--- config.mk ---
export PLATFORM = sky130hd
export DESIGN_NAME = i2c_byte_master
export DESIGN_NICKNAME = d
export VERILOG_FILES = /design/src/rtl/i2c_byte_master.sv
export SDC_FILE = /design/constraint.sdc
export NUM_CORES = 1
export LEC_CHECK = 0
export BUFFER_PORTS_ARGS = -buffer_cell sky130_fd_sc_hd__buf_2
export CORE_UTILIZATION = 57
export DETAILED_ROUTE_END_ITERATION = 16
export HOLD_SLACK_MARGIN = 0.06
export PLACE_DENSITY = 0.77
export SLEW_MARGIN = 25
export SYNTH_ARGS = -nofsm -noshare
export SYNTH_HDL_FRONTEND = slang
export SYNTH_SLANG_ARGS = --single-unit
--- constraint.sdc ---
create_clock -name clk -period 2.65 [get_ports clk]
set_input_delay 0.265 -clock clk [delete_from_list [all_inputs] [get_ports clk]]
set_output_delay 0.265 -clock clk [all_outputs]
set_load 0.03 [all_outputs]
--- src/rtl/i2c_byte_master.sv ---
// i2c_byte_master: byte-level I2C master behind the sensor controllers'
// ena / data_wr / data_rd / busy / new_byte handshake. Single master, 7-bit
// addressing, no clock stretching. Drives open-drain pads via scl_oe/sda_oe
// (1 = pull low). Every bit cell has four quarters of CLK_DIV clocks:
// p0/p1 SCL low (SDA changes on p0 entry), p2/p3 SCL released, SDA sampled
// on entry to p3. new_byte is the one-cycle "byte finished" pulse.
module i2c_byte_master #(
   parameter int CLK_DIV = 250
) (
   input  logic       clk,
   input  logic       rst,
   input  logic       ena,
   input  logic [6:0] addr,
   input  logic       rw,
   input  logic [7:0] data_wr,
   output logic [7:0] data_rd,
   output logic       busy,
   output logic       new_byte,
   output logic       ack_error,
   output logic       scl_oe,
   output logic       sda_oe,
   input  logic       sda_in
);

   typedef enum logic [3:0] {
      IDLE, START, ADDR, ADDR_ACK, WRITE, WRITE_ACK, READ, MACK, STOP
   } state_t;

   localparam logic [11:0] Q_LAST = 12'(CLK_DIV - 1);

   state_t      state;
   logic [11:0] q_cnt;
   logic [1:0]  phase;
   logic [2:0]  bit_cnt;
   logic [6:0]  cur_addr;
   logic        cur_rw;
   logic [7:0]  cur_data;
   logic [7:0]  tx_shift;
   logic [7:0]  rx_shift;
   logic        ack_bit;      // slave ACK level sampled in the last ack slot
   logic        cont;         // ena seen at the decision point
   logic        same_target;  // {addr,rw} unchanged at the decision point
   logic        stop_free;    // second STOP cell: bus-free time

   logic q_wrap;
   logic cell_end;
   logic same_now;

   assign q_wrap   = (q_cnt == Q_LAST);
   assign cell_end = q_wrap && (phase == 2'd3);
   assign same_now = ({addr, rw} == {cur_addr, cur_rw});

   // Single FSM: quarter ticker, bit cells, pad drive and handshake outputs.
   always_ff @(posedge clk) begin
      // NOTE: reset is synchronous and checked first; a reset mid-transfer
      // releases both lines on the next cycle without generating a STOP.
      if (rst) begin
         state       <= IDLE;
         q_cnt       <= '0;
         phase       <= '0;
         bit_cnt     <= 3'd7;
         cur_addr    <= '0;
         cur_rw      <= 1'b0;
         cur_data    <= '0;
         tx_shift    <= '0;
         rx_shift    <= '0;
         ack_bit     <= 1'b0;
         cont        <= 1'b0;
         same_target <= 1'b0;
         stop_free   <= 1'b0;
         data_rd     <= '0;
         busy        <= 1'b0;
         new_byte    <= 1'b0;
         ack_error   <= 1'b0;
         scl_oe      <= 1'b0;
         sda_oe      <= 1'b0;
      end else begin
         // NOTE: every state update uses non-blocking assignment so all
         // decisions below see the values from the start of this cycle.
         new_byte <= 1'b0;
         if (state == IDLE) begin
            q_cnt <= '0;
            phase <= '0;
            if (ena) begin
               cur_addr  <= addr;
               cur_rw    <= rw;
               cur_data  <= data_wr;
               busy      <= 1'b1;
               ack_error <= 1'b0;
               state     <= START;
               scl_oe    <= 1'b0;
               sda_oe    <= 1'b0;
            end
         end else begin
            q_cnt <= q_wrap ? '0 : q_cnt + 12'd1;
            if (q_wrap)
               phase <= phase + 2'd1;

            // Entering p2: release SCL.
            if (q_wrap && phase == 2'd1)
               scl_oe <= 1'b0;

            // Entering p3: START/STOP edges on SDA, and the sample point.
            if (q_wrap && phase == 2'd2) begin
               case (state)
                  START: sda_oe <= 1'b1;
                  STOP:  if (!stop_free) sda_oe <= 1'b0;
                  ADDR_ACK, WRITE_ACK: begin
                     ack_bit <= sda_in;
                     if (sda_in)
                        ack_error <= 1'b1;
                  end
                  READ: begin
                     rx_shift <= {rx_shift[6:0], sda_in};
                     if (bit_cnt == 3'd0) begin
                        data_rd  <= {rx_shift[6:0], sda_in};
                        new_byte <= 1'b1;
                     end
                  end
                  WRITE: if (bit_cnt == 3'd0) new_byte <= 1'b1;
                  default: ;
               endcase
            end

            // End of bit cell: choose the next cell and set p0 pad levels.
            if (cell_end) begin
               scl_oe <= 1'b1;
               case (state)
                  START: begin
                     state    <= ADDR;
                     bit_cnt  <= 3'd7;
                     tx_shift <= {cur_addr, cur_rw};
                     sda_oe   <= ~cur_addr[6];
                  end
                  ADDR, WRITE: begin
                     if (bit_cnt != 3'd0) begin
                        bit_cnt  <= bit_cnt - 3'd1;
                        tx_shift <= tx_shift << 1;
                        sda_oe   <= ~tx_shift[6];
                     end else begin
                        sda_oe <= 1'b0;
                        if (state == ADDR) begin
                           state <= ADDR_ACK;
                        end else begin
                           // Decision point: take the follow-up request.
                           state       <= WRITE_ACK;
                           cont        <= ena;
                           same_target <= same_now;
                           cur_addr    <= addr;
                           cur_rw      <= rw;
                           cur_data    <= data_wr;
                        end
                     end
                  end
                  READ: begin
                     if (bit_cnt != 3'd0) begin
                        bit_cnt <= bit_cnt - 3'd1;
                        sda_oe  <= 1'b0;
                     end else begin
                        // Decision point: master ACKs only a same-target follow-up.
                        state       <= MACK;
                        sda_oe      <= ena && same_now;
                        cont        <= ena;
                        same_target <= same_now;
                        cur_addr    <= addr;
                        cur_rw      <= rw;
                        cur_data    <= data_wr;
                     end
                  end
                  ADDR_ACK, WRITE_ACK, MACK: begin
                     if ((state != MACK && ack_bit) || (state != ADDR_ACK && !cont)) begin
                        state     <= STOP;
                        stop_free <= 1'b0;
                        sda_oe    <= 1'b1;
                     end else if (state == ADDR_ACK || same_target) begin
                        bit_cnt <= 3'd7;
                        if (cur_rw) begin
                           state  <= READ;
                           sda_oe <= 1'b0;
                        end else begin
                           state    <= WRITE;
                           tx_shift <= cur_data;
                           sda_oe   <= ~cur_data[7];
                        end
                     end else begin
                        state  <= START;
                        sda_oe <= 1'b0;
                     end
                  end
                  STOP: begin
                     scl_oe <= 1'b0;
                     sda_oe <= 1'b0;
                     if (!stop_free) begin
                        stop_free <= 1'b1;
                     end else begin
                        state <= IDLE;
                        busy  <= 1'b0;
                     end
                  end
                  default: state <= IDLE;
               endcase
            end
         end
      end
   end

endmodule

==> impl_results.md, run 1 <==
- Terminating pin of the worst hold path: cur_data[4]$_SDFFE_PP0P_
- Clock tree from TritonCTS: built
- Post-DP HPWL: 4900 µm
- Crit-path max FO: 6
- Fraction of post-synthesis cell area in the top cell type by area: 0.4212
- Syn Area/Cell: a little over 9 µm²
- Worst-path clk slew: roughly 0.080 ns
- Combinational fraction of design power: 0.119
- Area contributors post-synth: sky130_fd_sc_hd__dfxtp_1 42%, sky130_fd_sc_hd__mux2i_1 9.9%, sky130_fd_sc_hd__nor2_1 6.7%
- Nets: 424
- Primary flip-flop cell chosen by synthesis mapping: sky130_fd_sc_hd__dfxtp_1
- Buffer cell driving the clock tree root: sky130_fd_sc_hd__clkbuf_8
- Aggregate negative setup slack: 0 ns
- Net count after synthesis: roughly 380
- Hold/Removal Path Class: input port to flop
- Internal power of the cells: 1.722 mW
- Power share of the sequential group: 0.468
- HP Start: data_wr[4]
- Routed WL per cell: 14.95 µm
- Post-synth top cells: 68 x sky130_fd_sc_hd__dfxtp_1, 58 x sky130_fd_sc_hd__nor2_1, 32 x sky130_fd_sc_hd__mux2i_1
- Total wire length after detailed routing: 7086 µm
- Post-detailed-route via-to-cell ratio: around 5.9
- Count of pins on the block boundary: 33
- Total count of hold-check failures in the final report: 0
- Overall die height: roughly 77 µm
- Longest Clk Path Bufs: 2
- Leakage power total: between 1 and 1.5 nW
- Cells on worst reg2reg path: 6
- Crit path DAT: between 2 and 3 ns
- Antenna fix cells: 0
- Internal reg-to-reg setup slack: about 0.23 ns
- Post-Route Hold Slack: 0.1518 ns
- Initial core utilization: 0.5905
- RSZ-0062 raised after global routing: no
- Antenna violations before repair: 0
- Total CTS buffers: 9
- Final period util: 0.9145
- First-pass GRT wire length: between 10000 and 15000 µm
- Yosys reg bits: slightly below 70
- Most repeated cell in the gate-level netlist after synthesis: sky130_fd_sc_hd__dfxtp_1
- Number of antenna-violating nets in the routed design: 0
- Post-synthesis cell type with the largest combined area: sky130_fd_sc_hd__dfxtp_1
- Clock share of power: 0.413
- Layout cell share with drive strength beyond 1: 0.1841
- Number of max-slew violations in the final report: 0
- Worst Path Required: between 2 and 3 ns
- Setup violations, final: 0
- EDFF count, synth: 0
- Clock Latency Late Sink: between 0.3 and 0.4 ns
- Via count of the first global-routing pass: 2638
- Setup CP Type: flop to flop
- CP endpoint kind: flop
- Global-route congestion overflow total: 0
- Post-synthesis cell area: 0.003232 mm²
- Run status: complete, no violations
- Total of warnings raised by yosys: 0
- Maximum operating frequency: between 400 and 500 MHz
- Number of design-rule violations left by the first detailed-router iteration: 350
- Worst VDD drop: 0.4934 mV
- Area of the core: about 0.0055 mm²
- Proportion of total power due to net switching: 0.2548
- Worst relative slew slack: 0.4313
- Worst r2r dst: bit_cnt[1]$_SDFFE_PP1P_
- Die ar.: 0.005975 mm²
- Post-synthesis cell count: roughly 360
- Total via count after detailed routing: 2789
- Die width: just under 80 µm
- Post-layout utilization of the core: 0.6847
- Worst Clk Skew: 0.01087 ns
- Maximum number of pins on one net before global-route repair: 38
- DRC violations left: 0
- FF-to-FF Start: q_cnt[0]$_SDFF_PP0_
- # Max-Cap Violations: 0
- Weighted congestion at the end of routability-driven global placement: around 0.92
- H-tree levels: 3
- Area overhead of the layout relative to synthesis: 15.95%
- Worst slew pin tran: between 0.8 and 0.9 ns
- Detailed-routing iteration count for the pre-antenna-repair pass: 4
- Clock sinks: roughly 70
- Hold path depth: 3
- Port Buffers: 32
- Min cycle time layout: 2.423 ns
- Crit start category: flop
- Netlist cell types: 55
- Total Routing Usage GR: 0.2573
- FILL cells: around 450
- Sequential cell area fraction in the yosys report: 0.4212
- Power after layout: 2.310 mW
- Power per unit of standard cell area: a little over 600 mW/mm²
- Psw: ~0.6 mW
- Share of flip-flops with an asynchronous set or reset: 0
- Number of cell rows: 27
[layer usage]
layer,GRT usage,up-vias,share of wire
met2,0.3841,102,0.45
met4,0.1057,0,0.019
met3,0.09881,20,0.075
li1,-,1363,-
met1,0.3304,1304,0.45
met5,0,-,0
[cells by family after synthesis]
logic type                 after synthesis  share of synthesized area
and+or+nand+nor                        135                     0.2184
xor gates and xnor gates                21                    0.05691
muxes                                   32                    0.09911
buffers and inverters                   26                    0.03484
DFF                                     68                     0.4212
AOI/OAI and AO/OA                       68                     0.1425
adders and majority gates                7                    0.02710
[layout make-up]
class | instances | area, µm² | area share
repair buffers | 46 | 277.8 | 0.07412
flip-flops and latches | 68 | 1361 | 0.3633
clock buffers | 10 | 137.6 | 0.03673
inverters | 9 | 33.78 | 0.009015
well taps | 72 | 90.09 | 0.02404
multi-input cells | 263 | 1759 | 0.4695
clock inverters | 6 | 87.58 | 0.02337
[power groups by stage]
| stage | Sequential [mW] | Clock [mW] | Combinational [mW] |
|---|---|---|---|
| global placement | 1.10 | 0 | 0.268 |
| CTS | 1.08 | 0.969 | 0.275 |
| finish | 1.08 | 0.953 | 0.276 |
| detailed placement | 1.10 | 0 | 0.271 |
| global route | 1.08 | 1.01 | 0.306 |
| floorplan | 1.10 | 0 | 0.195 |
[critical path, cell delays in order (launching register included)]
cell and delay [ns]:
sky130_fd_sc_hd__dfxtp_1 0.40, sky130_fd_sc_hd__ha_1 0.17, sky130_fd_sc_hd__or4b_4 0.50, sky130_fd_sc_hd__or4_4 0.60, sky130_fd_sc_hd__nor3_2 0.34, sky130_fd_sc_hd__and4_1 0.24
sky130_fd_sc_hd__o21ai_1 0.06
[worst max path at each step]
stage | to | depth (start not counted) | startpoint
floorplan | cur_data[5]$_SDFFE_PP0P_ | 7 | q_cnt[0]$_SDFF_PP0_
global route | tx_shift[3]$_SDFFE_PP0P_ | 7 | q_cnt[0]$_SDFF_PP0_
CTS | tx_shift[1]$_SDFFE_PP0P_ | 7 | q_cnt[0]$_SDFF_PP0_
global placement | tx_shift[3]$_SDFFE_PP0P_ | 7 | q_cnt[0]$_SDFF_PP0_
detailed placement | tx_shift[5]$_SDFFE_PP0P_ | 7 | q_cnt[0]$_SDFF_PP0_
finish | bit_cnt[1]$_SDFFE_PP1P_ | 6 | q_cnt[0]$_SDFF_PP0_
[placed cells by master (no fill, tap or decap), types with 4 or more instances in the layout]
| cell type | synthesis | routed |
|---|---|---|
| sky130_fd_sc_hd__dfxtp_1 | 68 | 68 |
| sky130_fd_sc_hd__nor2_1 | 58 | 58 |
| sky130_fd_sc_hd__mux2i_1 | 32 | 32 |
| sky130_fd_sc_hd__buf_2 | 3 | 32 |
| sky130_fd_sc_hd__a21oi_1 | 27 | 27 |
| sky130_fd_sc_hd__xnor2_1 | 15 | 15 |
| sky130_fd_sc_hd__nand2_1 | 14 | 14 |
| sky130_fd_sc_hd__buf_4 | 0 | 13 |
| sky130_fd_sc_hd__nand3_1 | 10 | 10 |
| sky130_fd_sc_hd__clkbuf_8 | 0 | 10 |
| sky130_fd_sc_hd__inv_1 | 9 | 9 |
| sky130_fd_sc_hd__nand4_1 | 8 | 8 |
| sky130_fd_sc_hd__nor3_1 | 8 | 8 |
| sky130_fd_sc_hd__a311oi_1 | 8 | 8 |
| sky130_fd_sc_hd__nand2b_1 | 7 | 7 |
| sky130_fd_sc_hd__ha_1 | 7 | 7 |
| sky130_fd_sc_hd__xor2_1 | 6 | 6 |
| sky130_fd_sc_hd__a22o_1 | 6 | 6 |
| sky130_fd_sc_hd__nor2b_1 | 4 | 4 |
[metrics by stage]
step / cells / instance area [µm²] / worst slack [ns]
6_report: 474 / 3747 / 0.2267
5_1_grt: 474 / 3747 / 0.09424
4_1_cts: 474 / 3746 / 0.1761
3_5_place_dp: 458 / 3521 / 0.2355
3_3_place_gp: 458 / 3521 / 0.3196
2_1_floorplan: 357 / 3232 / 0.2762
[flip-flops by register name, summed over array words and instances, names as in the netlist, 3 cells and up]
| signal | cells |
|---|---|
| tx_shift | 7 |
| rx_shift | 7 |
| cur_data | 8 |
| bit_cnt | 3 |
| q_cnt | 12 |
| state | 4 |
| data_rd | 8 |
| cur_addr | 7 |
[what timing repair did]
item                       CTS  global route
setup endpoints to repair    0             5
hold endpoints to repair     0             0
resized for setup            0             1
hold buffers                 0             0
buffers inserted             0             0
No activity file was read; power rests on OpenSTA's default activity.
==> run 2, diff against run 1 <==
Settings changed: CORE_UTILIZATION 57 to 40, PLACE_DENSITY 0.77 to not set.
==> run 2 against run 1 <==
  * Sequential power barely moved
  * Clock power is 1% lower
  * Non-clock buffer count increased by 1
  * Maximum frequency is 1.3% higher
  * Largest cell class unchanged
  * Highest routed layer unchanged
==> impl_results.md, run 2 (same netlist as run 1, synthesis figures left out) <==
- Run status: complete, no violations
- First-pass GRT wire length: 11950 µm
- HP Start: data_wr[0]
- Crit-path max FO: 16
- Hold/Removal Path Class: input port to flop
- Worst-path clk slew: around 0.070 ns
- Overall die height: approximately 92 µm
- DRC violations left: 0
- Total count of hold-check failures in the final report: 0
- Crit path DAT: 2.60 ns
- Post-DP HPWL: 4988 µm
- CP endpoint kind: flop
- Terminating pin of the worst hold path: cur_data[0]$_SDFFE_PP0P_
- Power per unit of standard cell area: between 600 and 700 mW/mm²
- Met2 GRT Util: 0.2749
- H-tree levels: 3
- Cells on worst reg2reg path: 7
- # Max-Cap Violations: 0
- Clock sinks: 68
- Register with the highest flop count: q_cnt
- Worst slew pin tran: about 0.74 ns
- Internal power of the cells: about 1.7 mW
- Port Buffers: 32
- Clock Latency Late Sink: ~0.34 ns
- Nets: roughly 430
- Area of the core: around 0.0078 mm²
- Biggest registers after layout: q_cnt: 12 flops, cur_data: 8 flops, data_rd: 8 flops
- Leading cell type in the layout, fill and taps excluded: sky130_fd_sc_hd__dfxtp_1
- Via count of the first global-routing pass: 2480
- Leading cell types in the layout, fill and taps excluded: 68 x sky130_fd_sc_hd__dfxtp_1, 58 x sky130_fd_sc_hd__nor2_1, 32 x sky130_fd_sc_hd__mux2i_1, 32 x sky130_fd_sc_hd__buf_2, 27 x sky130_fd_sc_hd__a21oi_1
- Antenna fix cells: 0
- Detailed-routing iteration count for the pre-antenna-repair pass: 4
- Combinational fraction of design power: 0.119
- Internal reg-to-reg setup slack: 0.26 ns
- Leakage power total: ~1.5 nW
- Setup CP Type: flop to flop
- Psw: between 0.5 and 0.6 mW
- Aggregate negative setup slack: 0 ns
- Hold path depth: 3
- Worst Clk Skew: between 0.01 and 0.015 ns
- Met1 global-route usage: 0.2377
- Maximum operating frequency: between 400 and 500 MHz
- Power after layout: around 2.3 mW
- Count of pins on the block boundary: 33
- Worst Path Required: 2.85 ns
- Number of design-rule violations left by the first detailed-router iteration: between 100 and 150
- Post-detailed-route via-to-cell ratio: ~5.2
- Setup violations, final: 0
- Routed WL per cell: 13.97 µm
- Final period util: 0.9024
- Global-route congestion overflow total: 0
- Worst r2r dst: cur_rw$_SDFFE_PP0P_
- Total wire length after detailed routing: slightly above 7000 µm
- Area after detailed placement: roughly 0.0036 mm²
- FF-to-FF Start: q_cnt[0]$_SDFF_PP0_
- Die width: 91.89 µm
- Power share of the sequential group: 0.470
- Number of max-slew violations in the final report: 0
- Min cycle time layout: about 2.4 ns
- Number of antenna-violating nets in the routed design: 0
- Initial core utilization: 0.4161
- Final cell area excluding filler cells: 0.003785 mm²
- Crit start category: flop
- Worst relative slew slack: 0.5038
- RSZ-0062 raised after global routing: no
- Number of cell rows: 32
- Longest Clk Path Bufs: 2
- Most utilized layer in the global route result: met2
- Total via count after detailed routing: approximately 2600
- Die ar.: ~0.0084 mm²
- Proportion of total power due to net switching: 0.2498
- Clock share of power: 0.411
- Total Routing Usage GR: 0.1792
- Global-route met3 utilization: 0.04312
- Clock tree from TritonCTS: built
- Largest register FFs: 12
- Area overhead of the layout relative to synthesis: 17.11%
- Worst VDD drop: 0.3787 mV
- Buffer cell driving the clock tree root: sky130_fd_sc_hd__clkbuf_8
- Total CTS buffers: 9
- Weighted congestion at the end of routability-driven global placement: just over 0.8
- Layout cell share with drive strength beyond 1: 0.1811
- Post-CTS repair timing setup buffer count: 0
- Antenna violations before repair: 0
- Maximum number of pins on one net before global-route repair: 33
-- run 2: cell types whose count changed in the layout (fill, tap and decap cells not counted) --
cell	delta
sky130_fd_sc_hd__clkinvlp_4	+1
sky130_fd_sc_hd__clkinv_2	-1
sky130_fd_sc_hd__clkinv_4	-2
sky130_fd_sc_hd__buf_4	+1
sky130_fd_sc_hd__clkbuf_1	+2
-- run 2: power by group through the flow --
stage	registers, mW	clock network (mW)	logic, mW
5_1_grt	1.08	1.01	0.306
4_1_cts	1.08	0.966	0.275
3_3_place_gp	1.10	0	0.271
6_report	1.08	0.943	0.274
2_1_floorplan	1.10	0	0.195
3_5_place_dp	1.10	0	0.273
-- run 2: per-layer routing --
| metal | routed length (µm) | part of all wire |
|---|---|---|
| met4 | 46 | 0.0065 |
| met2 | 3315 | 0.47 |
| met3 | 327 | 0.046 |
| met5 | 0 | 0 |
| met1 | 3366 | 0.48 |
-- run 2: area by class of cell --
cell class,instances,area (µm²)
clock inverter,4,72.57
fill,784,3983
clock buffer,12,145.1
inverter,9,33.78
tap,102,127.6
sequential,68,1361
timing repair buffer,47,285.3
multi-input combinational,263,1759
-- run 2: worst max-delay path by stage --
| stage | startpoint | to | slack, ns | depth (start not counted) |
|---|---|---|---|---|
| 3_5_place_dp | q_cnt[0]$_SDFF_PP0_ | tx_shift[3]$_SDFFE_PP0P_ | 0.25 | 7 |
| 3_3_place_gp | q_cnt[0]$_SDFF_PP0_ | sda_oe$_SDFFE_PP0P_ | 0.31 | 7 |
| 6_report | q_cnt[0]$_SDFF_PP0_ | cur_rw$_SDFFE_PP0P_ | 0.26 | 7 |
| 5_1_grt | q_cnt[0]$_SDFF_PP0_ | sda_oe$_SDFFE_PP0P_ | 0.08 | 7 |
| 4_1_cts | q_cnt[0]$_SDFF_PP0_ | tx_shift[2]$_SDFFE_PP0P_ | 0.17 | 7 |
| 2_1_floorplan | q_cnt[0]$_SDFF_PP0_ | cur_data[5]$_SDFFE_PP0P_ | 0.28 | 7 |
-- run 2: metrics by stage --
stage | instances | hold slack [ns] | util | worst slack, ns
after floorplan | 357 | 0.4089 | - | 0.2762
after global placement | 489 | 0.4467 | 0.4591 | 0.3087
after CTS | 505 | 0.1484 | 0.4871 | 0.1707
final | 505 | 0.1645 | 0.4873 | 0.2588
after detailed placement | 489 | 0.4544 | 0.4591 | 0.2499
after global routing | 505 | 0.1657 | 0.4873 | 0.07877
-- run 2: worst max-delay path, cell delays in order (launching register included) --
cell                      delay [ns]
sky130_fd_sc_hd__dfxtp_1        0.38
sky130_fd_sc_hd__ha_1           0.16
sky130_fd_sc_hd__or4b_4         0.50
sky130_fd_sc_hd__or4_4          0.60
sky130_fd_sc_hd__o21ai_4        0.17
sky130_fd_sc_hd__buf_12         0.19
sky130_fd_sc_hd__mux2i_1        0.20
sky130_fd_sc_hd__nor2_1         0.05
-- run 2: timing repair --
item	CTS	global route
hold buffers	0	0
gates resized for setup	0	1
setup endpoints to repair	0	1
==> run 3, diff against run 2 <==
Clock period 2.65 ns to 2.8 ns, I/O delays scaled along.
==> run 3 against run 2 <==
  * Global-route usage about the same
  * Die area unchanged
  * Clock skew about the same
  * Cell count decreased by 0.79%
  * Critical path depth decreased by 1
  * Clock power decreased by 12%
  * First-iteration DRC count increased by 85%
==> impl_results.md, run 3 (same netlist as run 1, synthesis figures left out) <==
- Leading cell type in the layout, fill and taps excluded: sky130_fd_sc_hd__dfxtp_1
- Psw: approximately 0.57 mW
- First-pass GRT wire length: between 10000 and 15000 µm
- Worst slew pin tran: roughly 0.77 ns
- Clock sinks: 68
- Maximum operating frequency: 397.3 MHz
- RSZ-0062 raised after global routing: no
- Worst Path Required: just over 3 ns
- Worst-path clk slew: ~0.07 ns
- DRC violations left: 0
- Nets: roughly 420
- Power per unit of standard cell area: roughly 560 mW/mm²
- Number of cell rows: 32
- CTS Hold Buffers Added: 0
- HP Start: data_wr[4]
- Final period util: 0.8989
- # Max-Cap Violations: 0
- Clock share of power: 0.394
- Area of the core: between 0.007 and 0.008 mm²
- Largest register FFs: 12
- Combinational fraction of design power: 0.119
- Buffer cell driving the clock tree root: sky130_fd_sc_hd__clkbuf_8
- Detailed-routing iteration count for the pre-antenna-repair pass: 4
- Post-cts sizing count: 0
- Weighted congestion at the end of routability-driven global placement: 0.8358
- Die ar.: approximately 0.0084 mm²
- Total wire length after detailed routing: 7105 µm
- Critical-path cell list: ha_1 -> or4b_4 -> nor3_1 -> and4b_1 -> a21oi_1 -> a311oi_1
- Crit start category: flop
- Total Routing Usage GR: 0.1796
- Port Buffers: 32
- Hold/Removal Path Class: input port to flop
- Number of design-rule violations left by the first detailed-router iteration: about 220
- Global-route congestion overflow total: 0
- Worst Clk Skew: about 0.011 ns
- Aggregate negative setup slack: 0 ns
- Post-layout utilization of the core: 0.4813
- Antenna fix cells: 0
- Area overhead of the layout relative to synthesis: 15.68%
- Leading cell types in the layout, fill and taps excluded: 68 x sky130_fd_sc_hd__dfxtp_1, 58 x sky130_fd_sc_hd__nor2_1, 32 x sky130_fd_sc_hd__mux2i_1, 32 x sky130_fd_sc_hd__buf_2, 27 x sky130_fd_sc_hd__a21oi_1
- Crit path DAT: around 2.8 ns
- Worst VDD drop: 0.3078 mV
- Run status: complete, no violations
- Longest Clk Path Bufs: 2
- Min cycle time layout: around 2.5 ns
- Post-Route Hold Slack: ~0.17 ns
- Overall die height: around 92 µm
- Leakage power total: between 1 and 1.5 nW
- Internal power of the cells: 1.539 mW
- Post-CTS repair timing setup buffer count: 0
- Count of pins on the block boundary: 33
- Worst setup path start: q_cnt[0]$_SDFF_PP0_
- H-tree levels: 3
- Post-route non-filler standard cell count: between 500 and 600
- Total CTS buffers: 9
- FF-to-FF Start: q_cnt[0]$_SDFF_PP0_
- Total count of hold-check failures in the final report: 0
- Initial core utilization: 0.4161
- Number of antenna-violating nets in the routed design: 0
- Via count of the first global-routing pass: roughly 2600
- Layout cell share with drive strength beyond 1: 0.1729
- Post-detailed-route via-to-cell ratio: approximately 5.4
- Crit-path max FO: 13
- Clock tree from TritonCTS: built
- Post-DP HPWL: between 4000 and 5000 µm
- Setup CP Type: flop to flop
- Setup violations, final: 0
- Antenna violations before repair: 0
- Die width: around 90 µm
- Proportion of total power due to net switching: 0.2707
- Worst relative slew slack: 0.4847
- Maximum number of pins on one net before global-route repair: 32
- Biggest registers after layout: q_cnt: 12 flops, cur_data: 8 flops, data_rd: 8 flops
- Clock Latency Late Sink: between 0.3 and 0.4 ns
- Power share of the sequential group: 0.487
- Total via count after detailed routing: 2703
- Register with the highest flop count: q_cnt
- Critical path's largest stage delay: ~0.58 ns
- Combined buffer and inverter count along the critical path: 0
- CP endpoint kind: flop
- Number of max-slew violations in the final report: 0
- Critical path's top delay family: simple AND/OR/NAND/NOR gates
- Slowest stage cell on the critical path: sky130_fd_sc_hd__and4b_1
- Cell total after placement: slightly below 500
- Routed WL per cell: 14.18 µm
- Power after layout: 2.110 mW
## run 3: worst paths after layout
check                             end  slack (ns)  cells past startpoint
min reg2reg         busy$_SDFFE_PP0P_        0.46                      2
max          tx_shift[2]$_SDFFE_PP0P_        0.28                      6
min          cur_data[4]$_SDFFE_PP0P_        0.17                      3
max reg2reg  tx_shift[2]$_SDFFE_PP0P_        0.28                      6
## run 3: worst register-to-register path, cell delays in order, from the launching register on
cell	delay [ns]
sky130_fd_sc_hd__dfxtp_1	0.38
sky130_fd_sc_hd__ha_1	0.16
sky130_fd_sc_hd__or4b_4	0.50
sky130_fd_sc_hd__nor3_1	0.39
sky130_fd_sc_hd__and4b_1	0.58
sky130_fd_sc_hd__a21oi_1	0.14
sky130_fd_sc_hd__a311oi_1	0.27
## run 3: power by group through the flow
stage               logic (mW)  registers [mW]  clock network (mW)
finish                   0.251            1.03               0.831
global route             0.277            1.03               0.884
CTS                      0.251            1.03               0.849
detailed placement       0.250            1.05                   0
global placement         0.248            1.05                   0
floorplan                0.184            1.04                   0
## run 3: layer usage
layer / up-vias / routed length, µm / global-route usage / share of wire
li1: 1359 / - / - / -
met1: 1268 / 3365 / 0.2281 / 0.47
met2: 63 / 3263 / 0.2848 / 0.46
met3: 13 / 333 / 0.04229 / 0.047
met4: 0 / 143 / 0.08854 / 0.020
met5: - / 0 / 0 / 0
## run 3: final cells by class
type	count	area [µm²]
clock buffer	11	141.4
clock inverter	5	61.31
fill	763	4029
inverter	9	33.78
multi-input combinational	263	1758
sequential	68	1361
tap	102	127.6
timing repair buffer	43	255.2
## run 3: through the flow
stage / worst slack, ns / cell area (µm²)
2_1_floorplan: 0.4262 / 3232
3_3_place_gp: 0.4227 / 3536
3_5_place_dp: 0.3070 / 3536
4_1_cts: 0.2866 / 3739
5_1_grt: 0.06173 / 3739
6_report: 0.2832 / 3739
